[config.mk]
export PLATFORM = sky130hd
export DESIGN_NAME = ks_pluck_ctrl
export DESIGN_NICKNAME = d
export VERILOG_FILES = /design/src/rtl/ks_pluck_ctrl.sv
export SDC_FILE = /design/constraint.sdc
export NUM_CORES = 1
export LEC_CHECK = 0
export CAP_MARGIN = 20
export CORE_UTILIZATION = 30
export CTS_CLUSTER_SIZE = 30
export DETAILED_ROUTE_END_ITERATION = 7
export HOLD_SLACK_MARGIN = 0.15
export PLACE_DENSITY = 0.48
export SLEW_MARGIN = 20
export SYNTH_ARGS = -nofsm -noshare
export SYNTH_HDL_FRONTEND = slang
export SYNTH_SLANG_ARGS = --single-unit
export TNS_END_PERCENT = 100
[constraint.sdc]
create_clock -name clk -period 8.6 [get_ports clk]
set_input_delay 1.72 -clock clk [delete_from_list [all_inputs] [get_ports clk]]
set_output_delay 1.72 -clock clk [all_outputs]
set_load 0.005 [all_outputs]
[src/rtl/ks_pluck_ctrl.sv]
// Karplus-Strong voice sequencer: pitch divider, LFSR noise-burst excitation
// and the IDLE/EXCITE/RING/DAMP lifecycle driving one string's ena/filter_ena/d.
module ks_pluck_ctrl #(
  parameter int unsigned datawidth = 16,
  parameter int unsigned depthbits = 12,
  parameter int unsigned divbits   = 16
) (
  input  logic                 clk,
  input  logic                 reset,
  input  logic                 pluck,
  input  logic                 damp,
  input  logic [divbits-1:0]   period,
  input  logic [3:0]           amp_shift,
  output logic                 ks_ena,
  output logic                 ks_filter_ena,
  output logic [datawidth-1:0] ks_d,
  output logic                 busy,
  output logic [1:0]           state
);

  localparam logic [31:0] LFSR_SEED = 32'hACE1ACE1;
  localparam logic [31:0] LFSR_TAPS = 32'h80200003;

  typedef enum logic [1:0] {
    IDLE   = 2'd0,
    EXCITE = 2'd1,
    RING   = 2'd2,
    DAMP   = 2'd3
  } state_t;

  state_t cur_q, nxt;

  logic [divbits-1:0]   per_q, per_d;
  logic [divbits-1:0]   div_q, div_d;
  logic [3:0]           amp_q, amp_d;
  logic [31:0]          lfsr_q, lfsr_d;
  logic [depthbits-1:0] cnt_q, cnt_d;
  logic                 ks_ena_d, filt_d, busy_q;
  logic [datawidth-1:0] ks_d_d;
  logic signed [datawidth-1:0] noise;
  logic                 strobe, terminal;

  assign strobe   = (cur_q != IDLE) && (div_q == '0);
  assign terminal = (cnt_q == '1);
  assign state    = cur_q;
  assign busy     = busy_q;

  always_ff @(posedge clk) begin
    if (reset) cur_q <= IDLE;
    else       cur_q <= nxt;
  end

  always_comb begin
    nxt = cur_q;
    if (pluck) begin
      nxt = EXCITE;
    end else begin
      unique case (cur_q)
        EXCITE:  if (strobe && terminal) nxt = RING;
        RING:    if (damp) nxt = DAMP;
        DAMP:    if (strobe && terminal) nxt = IDLE;
        default: nxt = cur_q;
      endcase
    end
  end

  // Next values of every registered output are computed from the next state,
  // so each output flop matches the state it will be presented with.
  always_comb begin
    per_d  = per_q;
    amp_d  = amp_q;
    div_d  = div_q;
    cnt_d  = cnt_q;
    lfsr_d = lfsr_q;
    if ((cur_q == EXCITE) && strobe)
      lfsr_d = lfsr_q[0] ? ((lfsr_q >> 1) ^ LFSR_TAPS) : (lfsr_q >> 1);
    if (pluck) begin
      per_d = (period < divbits'(2)) ? divbits'(2) : period;
      amp_d = amp_shift;
      div_d = per_d - divbits'(1);
      cnt_d = '0;
    end else if (cur_q != IDLE) begin
      div_d = strobe ? (per_q - divbits'(1)) : (div_q - divbits'(1));
      if ((cur_q == RING) && damp)
        cnt_d = '0;
      else if (strobe && ((cur_q == EXCITE) || (cur_q == DAMP)))
        cnt_d = cnt_q + depthbits'(1);
    end
    ks_ena_d = (nxt != IDLE) && (div_d == '0);
    filt_d   = (nxt == DAMP) || ((nxt == RING) && ks_ena_d);
    noise    = lfsr_d[31 -: datawidth];
    noise    = noise >>> amp_d;
    ks_d_d   = (nxt == EXCITE) ? noise : '0;
  end

  always_ff @(posedge clk) begin
    if (reset) begin
      per_q         <= divbits'(2);
      amp_q         <= '0;
      div_q         <= '0;
      cnt_q         <= '0;
      lfsr_q        <= LFSR_SEED;
      ks_ena        <= 1'b0;
      ks_filter_ena <= 1'b0;
      ks_d          <= '0;
      busy_q        <= 1'b0;
    end else begin
      per_q         <= per_d;
      amp_q         <= amp_d;
      div_q         <= div_d;
      cnt_q         <= cnt_d;
      lfsr_q        <= lfsr_d;
      ks_ena        <= ks_ena_d;
      ks_filter_ena <= filt_d;
      ks_d          <= ks_d_d;
      busy_q        <= (nxt != IDLE);
    end
  end

endmodule

==> flow_metrics.env, run 1 <==
export IMPL_routedWlPerCell_um=17.9
export IMPL_worst_slew_pin_slew_ns=1.02
export IMPL_grt_pass1_wl_mm=29.4
export IMPL_detailed_place_hpwl_mm=13.2
export IMPL_postCtsHoldBufs=0
export IMPL_period_needed_ns=5.41
export IMPL_synth_compound_area_frac=0.215
export IMPL_min_path_type="flip-flop to flip-flop"
export IMPL_skew_ns=0.00820
export IMPL_drc=0
export IMPL_ys_seq_area_frac=0.347
export IMPL_grt_usage=0.187
export IMPL_syn_inst=759
export IMPL_yosys_cell_types_count=71
export IMPL_grt_pass1_vias=5320
export IMPL_cts_tree="yes"
export IMPL_multi_input_area_um2=3580
export IMPL_avgSynthCellArea_um2=7.68
export IMPL_pre_cts_ws_ns=2.80
export IMPL_gp_congestion=0.903
export IMPL_totalWireLength_mm=18.6
export IMPL_seqCellArea_um2=2020
export IMPL_p_comb_frac=0.190
export IMPL_crit_buf_inv=1
export IMPL_clock_path_buffers=2
export IMPL_relSlewSlack=0.312
export IMPL_ys_seq_elements=101
export IMPL_synthFlopType="dfxtp_1"
export IMPL_grt_ovfl_total=0
export IMPL_critPathMaxFanout=9
export IMPL_clock_latency_ns=0.37
export IMPL_synth_simple_area_share=0.288
export IMPL_leakagePower_nw=2.45
export IMPL_netlist_area_um2=5830
export IMPL_nNetsFinal=804
export IMPL_die_h_um=141
export IMPL_synth_top_cell_by_area="dfxtp_1"
export IMPL_drv_cap=0
export IMPL_finalCritPeriodShare=0.629
export IMPL_cts_root_buf="clkbuf_16"
export IMPL_switchingPower_mw=0.361
export IMPL_cts_reportedPaths_clkPinSlew_ns=0.08
export IMPL_required_ns=8.91
export IMPL_yosys_area_top_type_share=0.347
export IMPL_synth_fa_ha_area_frac=0.00644
export IMPL_post_route_util=0.361
export IMPL_finalPower_mw=1.17
export IMPL_final_setup_tns_ns=0
export IMPL_pwr_share_seq=0.436
export IMPL_numClockSinks=101
export IMPL_vdd_drop_max_mv=0.0706
export IMPL_cts_htree_levels=3
export IMPL_synthTopCellsByCount="dfxtp_1, nand2_1, nor2_1"
export IMPL_arrival_ns=5.72
export IMPL_synth_nets=786
export IMPL_setup_viol=0
export IMPL_drtIter0Drc=746
export IMPL_core_area_um2=18900
export IMPL_post_cts_buffers=0
export IMPL_n_fill_cell=2022
export IMPL_fin_ws_ns=3.19
export IMPL_grt_antenna_before_repair=0
export IMPL_area_delta_synth_final_pct=16.8
export IMPL_path_cells="clkdlybuf4s50_1 -> nor4_1 -> and3_1 -> and2_1 -> nor2_1 -> ha_1 -> xnor2_1 -> nand2_1 -> o31ai_1 -> a311oi_1 -> a22oi_1 -> nand4_1 -> nor4_1 -> and2_1"
export IMPL_dieArea_um2=20000
export IMPL_synth_top_family_by_area="simple AND/OR/NAND/NOR gates"
export IMPL_muxShareOfSynthArea=0.0597
export IMPL_yosys_area_share_xor_xnor=0.0416
export IMPL_dr_pass1_iters=7
export IMPL_yosysWarningCount=0
export IMPL_powerDensity_nw_per_um2=172
export IMPL_vias_per_cell=5.69
export IMPL_insertedDiodeCount=0
export IMPL_p_sw_frac=0.309
export IMPL_num_vias=5929
export IMPL_io_pins=45
export IMPL_row_count=50
export IMPL_critical_path_top_delay_family="simple AND/OR/NAND/NOR gates"
export IMPL_max_clock_freq_mhz=185
export IMPL_ant_nets=0
export IMPL_path_class="input port to flip-flop"
export IMPL_cts_resized_gates=0
export IMPL_slowest_stage="nor4_1"
export IMPL_run_status="finished clean"
export IMPL_rsz0062_at_grt="no"
export IMPL_initial_core_util=0.309
export IMPL_slew_viol_final=0
export IMPL_critPathLaunchType="input port"
export IMPL_drive_above_1_share=0.0716
export IMPL_numCtsBuffers=9
export IMPL_synth_edff_count=0
export IMPL_pwr_share_clk=0.373
export IMPL_die_w_um=141
export IMPL_end_kind="flip-flop"
export IMPL_io_buffers=44
export IMPL_critPathMaxStageDelay_ns=0.84
export IMPL_p_int_mw=0.809
export IMPL_async_flop_share=0
export IMPL_hold_violations=0
export IMPL_yosys_top_cells_area="dfxtp_1, nand2_1, nor2_1"
export IMPL_grt_max_degree=64
-- registers in the layout, summed over array words and instances (netlist names) --
| name | count |
|---|---|
| ks_ena | 1 |
| per_q | 16 |
| state | 2 |
| ks_d | 16 |
| busy | 1 |
| cnt_q | 12 |
| lfsr_q | 32 |
| div_q | 16 |
| amp_q | 4 |
| ks_filter_ena | 1 |
-- logic make-up (layout without fill, tap and decap cells) --
| family | after synthesis | in the layout |
|---|---|---|
| multiplexers | 34 | 34 |
| XOR/XNOR | 26 | 26 |
| adder cells (fa/ha/maj) | 3 | 3 |
| AO/OA/AOI/OAI | 184 | 184 |
| flip-flops | 101 | 101 |
| AND/OR/NAND/NOR | 349 | 349 |
| buffers and inverters | 62 | 85 |
-- worst reg2reg max path: stages (launching register included) --
cell and delay (ns):
dfxtp_1 0.75, nor2_1 0.09, buf_4 0.22, or4_4 0.62, nor2_2 0.43, a21oi_1 0.14
ha_1 0.28, nor3b_1 0.26, nand3b_1 0.13, a31oi_1 0.04, or4_1 0.55, a21oi_1 0.20
nand4_1 0.16, nor4_1 0.59, and2_1 0.21
-- placed cells by master (no fill, tap or decap), types with 5 or more instances in the layout --
cell type | synthesis | layout
nand3b_1 | 5 | 5
nand3_1 | 30 | 30
o31ai_1 | 11 | 11
dfxtp_1 | 101 | 101
mux2i_1 | 28 | 28
clkdlybuf4s50_1 | 0 | 42
or4_1 | 11 | 11
mux2_2 | 6 | 6
o211ai_1 | 15 | 15
or3_1 | 13 | 13
and3_1 | 9 | 9
nor4_1 | 20 | 18
a211oi_1 | 11 | 11
o22ai_1 | 15 | 15
a31oi_1 | 10 | 10
xnor2_1 | 13 | 13
o21ai_0 | 19 | 19
clkbuf_16 | 0 | 9
nor2_1 | 94 | 94
buf_4 | 2 | 13
nand4_1 | 13 | 13
inv_1 | 11 | 11
nand2_1 | 101 | 101
nor3_1 | 29 | 29
xor2_1 | 11 | 11
a21oi_1 | 54 | 54
-- power by group through the flow --
| stage | Combinational (mW) | Clock, mW | Sequential, mW |
|---|---|---|---|
| final | 0.222 | 0.437 | 0.511 |
| after global routing | 0.240 | 0.469 | 0.514 |
| after CTS | 0.219 | 0.448 | 0.510 |
| after detailed placement | 0.218 | 0 | 0.521 |
| after global placement | 0.220 | 0 | 0.521 |
| after floorplan | 0.142 | 0 | 0.512 |
-- routing by layer --
layer	GRT usage	up-vias	share of wire
met5	0	-	0
met4	0.0628	0	0.019
met3	0.0300	31	0.060
met2	0.284	227	0.43
met1	0.267	2834	0.49
li1	-	2837	-
-- path summary, 6_finish.rpt --
| check | start | to | slack [ns] | cells past startpoint |
|---|---|---|---|---|
| worst min register to register | lfsr_q[8] | lfsr_q[8] | 0.46 | 2 |
| worst max-delay path | period[6] | ks_ena | 3.19 | 14 |
| worst min-delay path | lfsr_q[8] | lfsr_q[8] | 0.46 | 2 |
| worst max register to register | state[1] | ks_ena | 3.86 | 14 |
-- through the flow --
step                area [um^2]  hold WS, ns  std cells
floorplan                  5830        0.432        759
global placement           6500        0.440       1026
detailed placement         6500        0.445       1026
CTS                        6810        0.456       1042
global route               6810        0.487       1042
finish                     6810        0.456       1042
-- cell type report --
class	instances	area share
Sequential cell	101	0.297
Clock buffer	9	0.0331
Clock inverter	7	0.0130
Tap cell	260	0.0478
Inverter	12	0.00661
Multi-Input combinational cell	596	0.525
Timing Repair Buffer	57	0.0775
No activity file was read; power rests on OpenSTA's default activity.
==> run 2: changes to the inputs <==
PLACE_DENSITY = 0.49   (was 0.48)
clock period = 4.4 ns   (was 8.6 ns; I/O delays follow)
==> run 2 against run 1 <==
Net effect: die area unchanged; register-to-register slack lost 3.6 ns; total power grew 97%; critical path type is now flip-flop to flip-flop; critical endpoint unchanged.
==> flow_metrics.env, run 2 (synthesis results as in run 1) <==
export IMPL_run_status="finished clean"
export IMPL_max_clock_freq_mhz=244
export IMPL_setup_viol=0
export IMPL_final_setup_tns_ns=0
export IMPL_seqCellArea_um2=2020
export IMPL_path_class="flip-flop to flip-flop"
export IMPL_multi_input_area_um2=3580
export IMPL_numCtsBuffers=9
export IMPL_num_vias=5941
export IMPL_p_comb_frac=0.197
export IMPL_arrival_ns=4.40
export IMPL_min_path_type="flip-flop to flip-flop"
export IMPL_drtIter0Drc=589
export IMPL_row_count=50
export IMPL_drc=0
export IMPL_grt_pass1_vias=5488
export IMPL_initial_core_util=0.309
export IMPL_required_ns=4.71
export IMPL_path_cells="or4_1 -> or4_4 -> nor2_2 -> a21oi_1 -> ha_1 -> or3b_2 -> o41ai_1 -> a211oi_1 -> or4_1 -> a21oi_1 -> nand4_1 -> nor4_2 -> buf_4 -> and2_1"
export IMPL_slowest_stage="or4_1"
export IMPL_pwr_share_seq=0.432
export IMPL_detailed_place_hpwl_mm=14.0
export IMPL_clock_path_buffers=2
export IMPL_switchingPower_mw=0.711
export IMPL_drive_above_1_share=0.0925
export IMPL_cts_root_buf="clkbuf_16"
export IMPL_clock_latency_ns=0.36
export IMPL_die_h_um=141
export IMPL_vdd_drop_max_mv=0.125
export IMPL_dr_pass1_iters=5
export IMPL_dieArea_um2=20000
export IMPL_routedWlPerCell_um=18.1
export IMPL_end_kind="flip-flop"
export IMPL_grt_usage=0.196
export IMPL_grt_ovfl_total=0
export IMPL_totalWireLength_mm=19.2
export IMPL_io_pins=45
export IMPL_crit_buf_inv=1
export IMPL_postCtsHoldBufs=0
export IMPL_critPathMaxFanout=7
export IMPL_vias_per_cell=5.60
export IMPL_area_delta_synth_final_pct=19.2
export IMPL_grt_pass1_wl_mm=30.7
export IMPL_largest_reg_flops=32
export IMPL_grt_max_degree=36
export IMPL_critPathMaxStageDelay_ns=0.57
export IMPL_regMostFlops="lfsr_q"
export IMPL_period_needed_ns=4.09
export IMPL_powerDensity_nw_per_um2=331
export IMPL_grt_antenna_before_repair=0
export IMPL_slew_viol_final=0
export IMPL_cts_reportedPaths_clkPinSlew_ns=0.08
export IMPL_skew_ns=0.0101
export IMPL_ant_nets=0
export IMPL_die_w_um=141
export IMPL_relSlewSlack=0.338
export IMPL_io_buffers=44
export IMPL_cts_htree_levels=3
export IMPL_rsz0062_at_grt="no"
export IMPL_insertedDiodeCount=0
export IMPL_final_cell_mix="nand2_1, dfxtp_1, nor2_1, a21oi_1, clkdlybuf4s50_1"
export IMPL_cts_tree="yes"
export IMPL_numClockSinks=101
export IMPL_finalCritPeriodShare=0.930
export IMPL_critPathLaunchType="flip-flop"
export IMPL_gp_congestion=0.935
export IMPL_p_sw_frac=0.309
export IMPL_n_fill_cell=2018
export IMPL_finalPower_mw=2.30
export IMPL_nNetsFinal=822
export IMPL_worst_slew_pin_slew_ns=0.983
export IMPL_drv_cap=0
export IMPL_core_area_um2=18900
export IMPL_p_int_mw=1.59
export IMPL_hold_violations=0
export IMPL_critical_path_top_delay_family="simple AND/OR/NAND/NOR gates"
export IMPL_pwr_share_clk=0.371
export IMPL_leakagePower_nw=2.54
-- run 2: cell types whose count changed in the layout (fill, tap and decap cells not counted), sizes merged --
cell,before,now
buf,15,33
inv,15,13
clkbuf,9,10
clkinv,2,3
-- run 2: metal layers --
| metal | share of wire | vias up | global-route usage |
|---|---|---|---|
| met5 | 0 | - | 0 |
| met4 | 0.022 | 0 | 0.0730 |
| met3 | 0.059 | 36 | 0.0334 |
| met2 | 0.43 | 201 | 0.291 |
| met1 | 0.49 | 2832 | 0.282 |
| li1 | - | 2872 | - |
-- run 2: final timing paths --
kind	start	endpoint	slack, ns	cells past startpoint
worst max-delay path	div_q[3]	ks_ena	0.31	14
worst min-delay path	lfsr_q[8]	lfsr_q[8]	0.46	2
worst max register to register	div_q[3]	ks_ena	0.31	14
worst min register to register	lfsr_q[8]	lfsr_q[8]	0.46	2
-- run 2: worst reg2reg max path, stage by stage (launching register included) --
cell and delay [ns]:
dfxtp_1 0.51, or4_1 0.31, or4_4 0.18, nor2_2 0.04, a21oi_1 0.16, ha_1 0.26
or3b_2 0.56, o41ai_1 0.35, a211oi_1 0.13, or4_1 0.57, a21oi_1 0.18, nand4_1 0.15
nor4_2 0.37, buf_4 0.17, and2_1 0.11
-- run 2: cell type report --
| class | instances | share of cell area |
|---|---|---|
| clock inverters | 6 | 0.0119 |
| multi-input cells | 596 | 0.516 |
| flip-flops and latches | 101 | 0.291 |
| well taps | 260 | 0.0468 |
| clock buffers | 10 | 0.0329 |
| inverters | 12 | 0.00648 |
| repair buffers | 75 | 0.0954 |
-- run 2: power by group through the flow --
stage          combinational (mW)  sequential [mW]  clock, mW
6_report                    0.454            0.994      0.854
4_1_cts                     0.448            0.993      0.871
2_1_floorplan               0.277             1.00          0
5_1_grt                     0.493             1.00      0.918
3_5_place_dp                0.446             1.01          0
3_3_place_gp                0.449             1.01          0
-- run 2: metrics by stage --
step                 util  hold WS, ns  setup slack, ns  instances  area [um^2]
floorplan               -        0.432            0.608        759         5830
global placement    0.351        0.442            0.118       1044         6630
detailed placement  0.351        0.448            0.107       1044         6630
CTS                 0.368        0.459            0.253       1060         6940
global route        0.368        0.480           0.0532       1060         6950
finish              0.368        0.457            0.309       1060         6950
-- run 2: timing repair --
| action | 4_1_cts | 5_1_grt |
|---|---|---|
| gates resized for setup | 0 | 1 |
| setup endpoints to repair | 0 | 2 |
| setup buffers | 0 | 0 |
==> run 3: changes to the inputs <==
RECOVER_POWER = 50   (was default)
REMOVE_ABC_BUFFERS = 1   (was default)
==> run 3 against run 2 <==
Net effect: maximum frequency down 0.81%; die area is the same; worst hold slack got worse by 0.0014 ns; core utilization shrank 0.23 points; clock power shrank 4.2%; setup slack got worse by 0.033 ns; critical endpoint is now ks_filter_ena; largest cell class unchanged; largest power group unchanged.
==> flow_metrics.env, run 3 (synthesis results as in run 1) <==
export IMPL_largest_reg_flops=32
export IMPL_path_cells="or4_1 -> nor4_2 -> and3_1 -> nor2_1 -> ha_1 -> or3b_2 -> o41ai_1 -> a211oi_1 -> or4_1 -> a21oi_1 -> nand4_1 -> nor4_2 -> buf_4 -> o31a_1"
export IMPL_period_needed_ns=4.12
export IMPL_numCtsBuffers=9
export IMPL_row_count=50
export IMPL_setup_viol=0
export IMPL_cts_root_buf="clkbuf_16"
export IMPL_drv_cap=0
export IMPL_rr_worst_depth=14
export IMPL_clock_latency_ns=0.36
export IMPL_end_kind="flip-flop"
export IMPL_arrival_ns=4.42
export IMPL_final_setup_tns_ns=0
export IMPL_cts_tree="yes"
export IMPL_detailed_place_hpwl_mm=14.4
export IMPL_holdPathEnd="lfsr_q[4]"
export IMPL_leakagePower_nw=2.55
export IMPL_clock_path_buffers=2
export IMPL_reg2reg_slack_ns=0.28
export IMPL_critPathLaunchType="flip-flop"
export IMPL_post_cts_buffers=0
export IMPL_skew_ns=0.00746
export IMPL_routedWlPerCell_um=18.4
export IMPL_worst_slew_pin_slew_ns=1.30
export IMPL_core_area_um2=18900
export IMPL_relSlewSlack=0.135
export IMPL_dp_cells=1046
export IMPL_finalCritPeriodShare=0.937
export IMPL_vdd_drop_max_mv=0.192
export IMPL_die_h_um=141
export IMPL_ant_nets=0
export IMPL_io_pins=45
export IMPL_cts_reportedPaths_clkPinSlew_ns=0.07
export IMPL_slowest_stage="or4_1"
export IMPL_totalWireLength_mm=19.5
export IMPL_path_class="flip-flop to flip-flop"
export IMPL_num_vias=6028
export IMPL_worstHoldPathCells=2
export IMPL_io_buffers=44
export IMPL_max_clock_freq_mhz=242
export IMPL_final_cells=1062
export IMPL_numClockSinks=101
export IMPL_rsz0062_at_grt="no"
export IMPL_grt_usage=0.198
export IMPL_initial_core_util=0.309
export IMPL_nNetsFinal=824
export IMPL_dieArea_um2=20000
export IMPL_dr_pass1_iters=5
export IMPL_layout_commonest_cell="nand2_1"
export IMPL_powerDensity_nw_per_um2=327
export IMPL_critical_path_top_delay_family="simple AND/OR/NAND/NOR gates"
export IMPL_insertedDiodeCount=0
export IMPL_min_path_type="flip-flop to flip-flop"
export IMPL_critPathMaxFanout=7
export IMPL_r2r_start="div_q[3]"
export IMPL_critPathMaxStageDelay_ns=0.59
export IMPL_gp_congestion=0.895
export IMPL_n_fill_cell=2028
export IMPL_die_w_um=141
export IMPL_regMostFlops="lfsr_q"
export IMPL_required_ns=4.69
export IMPL_drtIter0Drc=523
export IMPL_crit_buf_inv=1
export IMPL_vias_per_cell=5.68
export IMPL_cts_htree_levels=3
export IMPL_grt_antenna_before_repair=0
export IMPL_grt_max_degree=35
export IMPL_grt_pass1_wl_mm=31.0
export IMPL_final_cell_mix="nand2_1, dfxtp_1, nor2_1, a21oi_1, nand3_1"
export IMPL_r2r_end="ks_filter_ena"
export IMPL_grt_pass1_vias=5657
export IMPL_drive_above_1_share=0.0823
export IMPL_worst_hold_startpoint="lfsr_q[4]"
export IMPL_hold_violations=0
export IMPL_drc=0
export IMPL_grt_ovfl_total=0
export IMPL_slew_viol_final=0
export IMPL_run_status="finished clean"
export IMPL_area_delta_synth_final_pct=18.5
-- run 3: cell types whose count changed in the layout (fill, tap and decap cells not counted), moves of 3 or more --
cell | previous run | this run
buf_4 | 31 | 22
clkdlybuf4s50_1 | 42 | 21
dfxtp_2 | 0 | 3
dfxtp_1 | 101 | 98
dlygate4sd3_1 | 0 | 21
clkinv_2 | 0 | 3
clkbuf_1 | 1 | 12
-- run 3: power breakdown --
part	leakage, nW	internal (mW)	switching (mW)
Sequential	0.828	0.955	0.0407
Clock	0.151	0.445	0.372
Combinational	1.57	0.173	0.270
Total	2.55	1.57	0.683
-- run 3: worst min-delay path: stages, from the launching register on --
cell,delay [ns]
dfxtp_1,0.31
nand2_1,0.05
a21oi_1,0.05
-- run 3: worst max path at each step --
stage	startpoint	endpoint	slack, ns	depth (start not counted)
floorplan	div_q[4]	ks_ena	0.34	13
global placement	period[12]	ks_ena	0.13	15
detailed placement	period[12]	ks_filter_ena	0.06	15
CTS	div_q[3]	ks_filter_ena	0.16	14
global route	div_q[0]	ks_filter_ena	0.02	14
finish	div_q[3]	ks_filter_ena	0.28	14
-- run 3: metrics by stage --
step / total power, mW / hold WS, ns / area [um^2] / worst slack [ns] / utilization
2_1_floorplan: 1.25 / 0.426 / 5630 / 0.337 / -
3_3_place_gp: 1.46 / 0.440 / 6650 / 0.126 / 0.352
3_5_place_dp: 1.46 / 0.447 / 6650 / 0.0641 / 0.352
4_1_cts: 2.28 / 0.457 / 6950 / 0.156 / 0.368
5_1_grt: 2.36 / 0.475 / 6910 / 0.0187 / 0.366
6_report: 2.26 / 0.456 / 6910 / 0.275 / 0.366
-- run 3: layer usage --
metal	vias to the layer above	track usage	part of all wire
li1	2870	-	-
met1	2925	0.279	0.48
met2	210	0.310	0.45
met3	23	0.0351	0.054
met4	0	0.0555	0.015
met5	-	0	0
-- run 3: what timing repair did --
item | 4_1_cts | 5_1_grt
gates resized for setup | 0 | 4
endpoints found under the setup margin | 0 | 2
hold buffers | 0 | 0
-- run 3: area by class of cell --
class | count | area (um^2) | area share
clock buffers | 9 | 225 | 0.0326
clock inverters | 7 | 73.8 | 0.0107
inverters | 12 | 45.0 | 0.00652
multi-input cells | 596 | 3580 | 0.518
flip-flops and latches | 101 | 2030 | 0.293
well taps | 260 | 325 | 0.0471
repair buffers | 77 | 636 | 0.0920
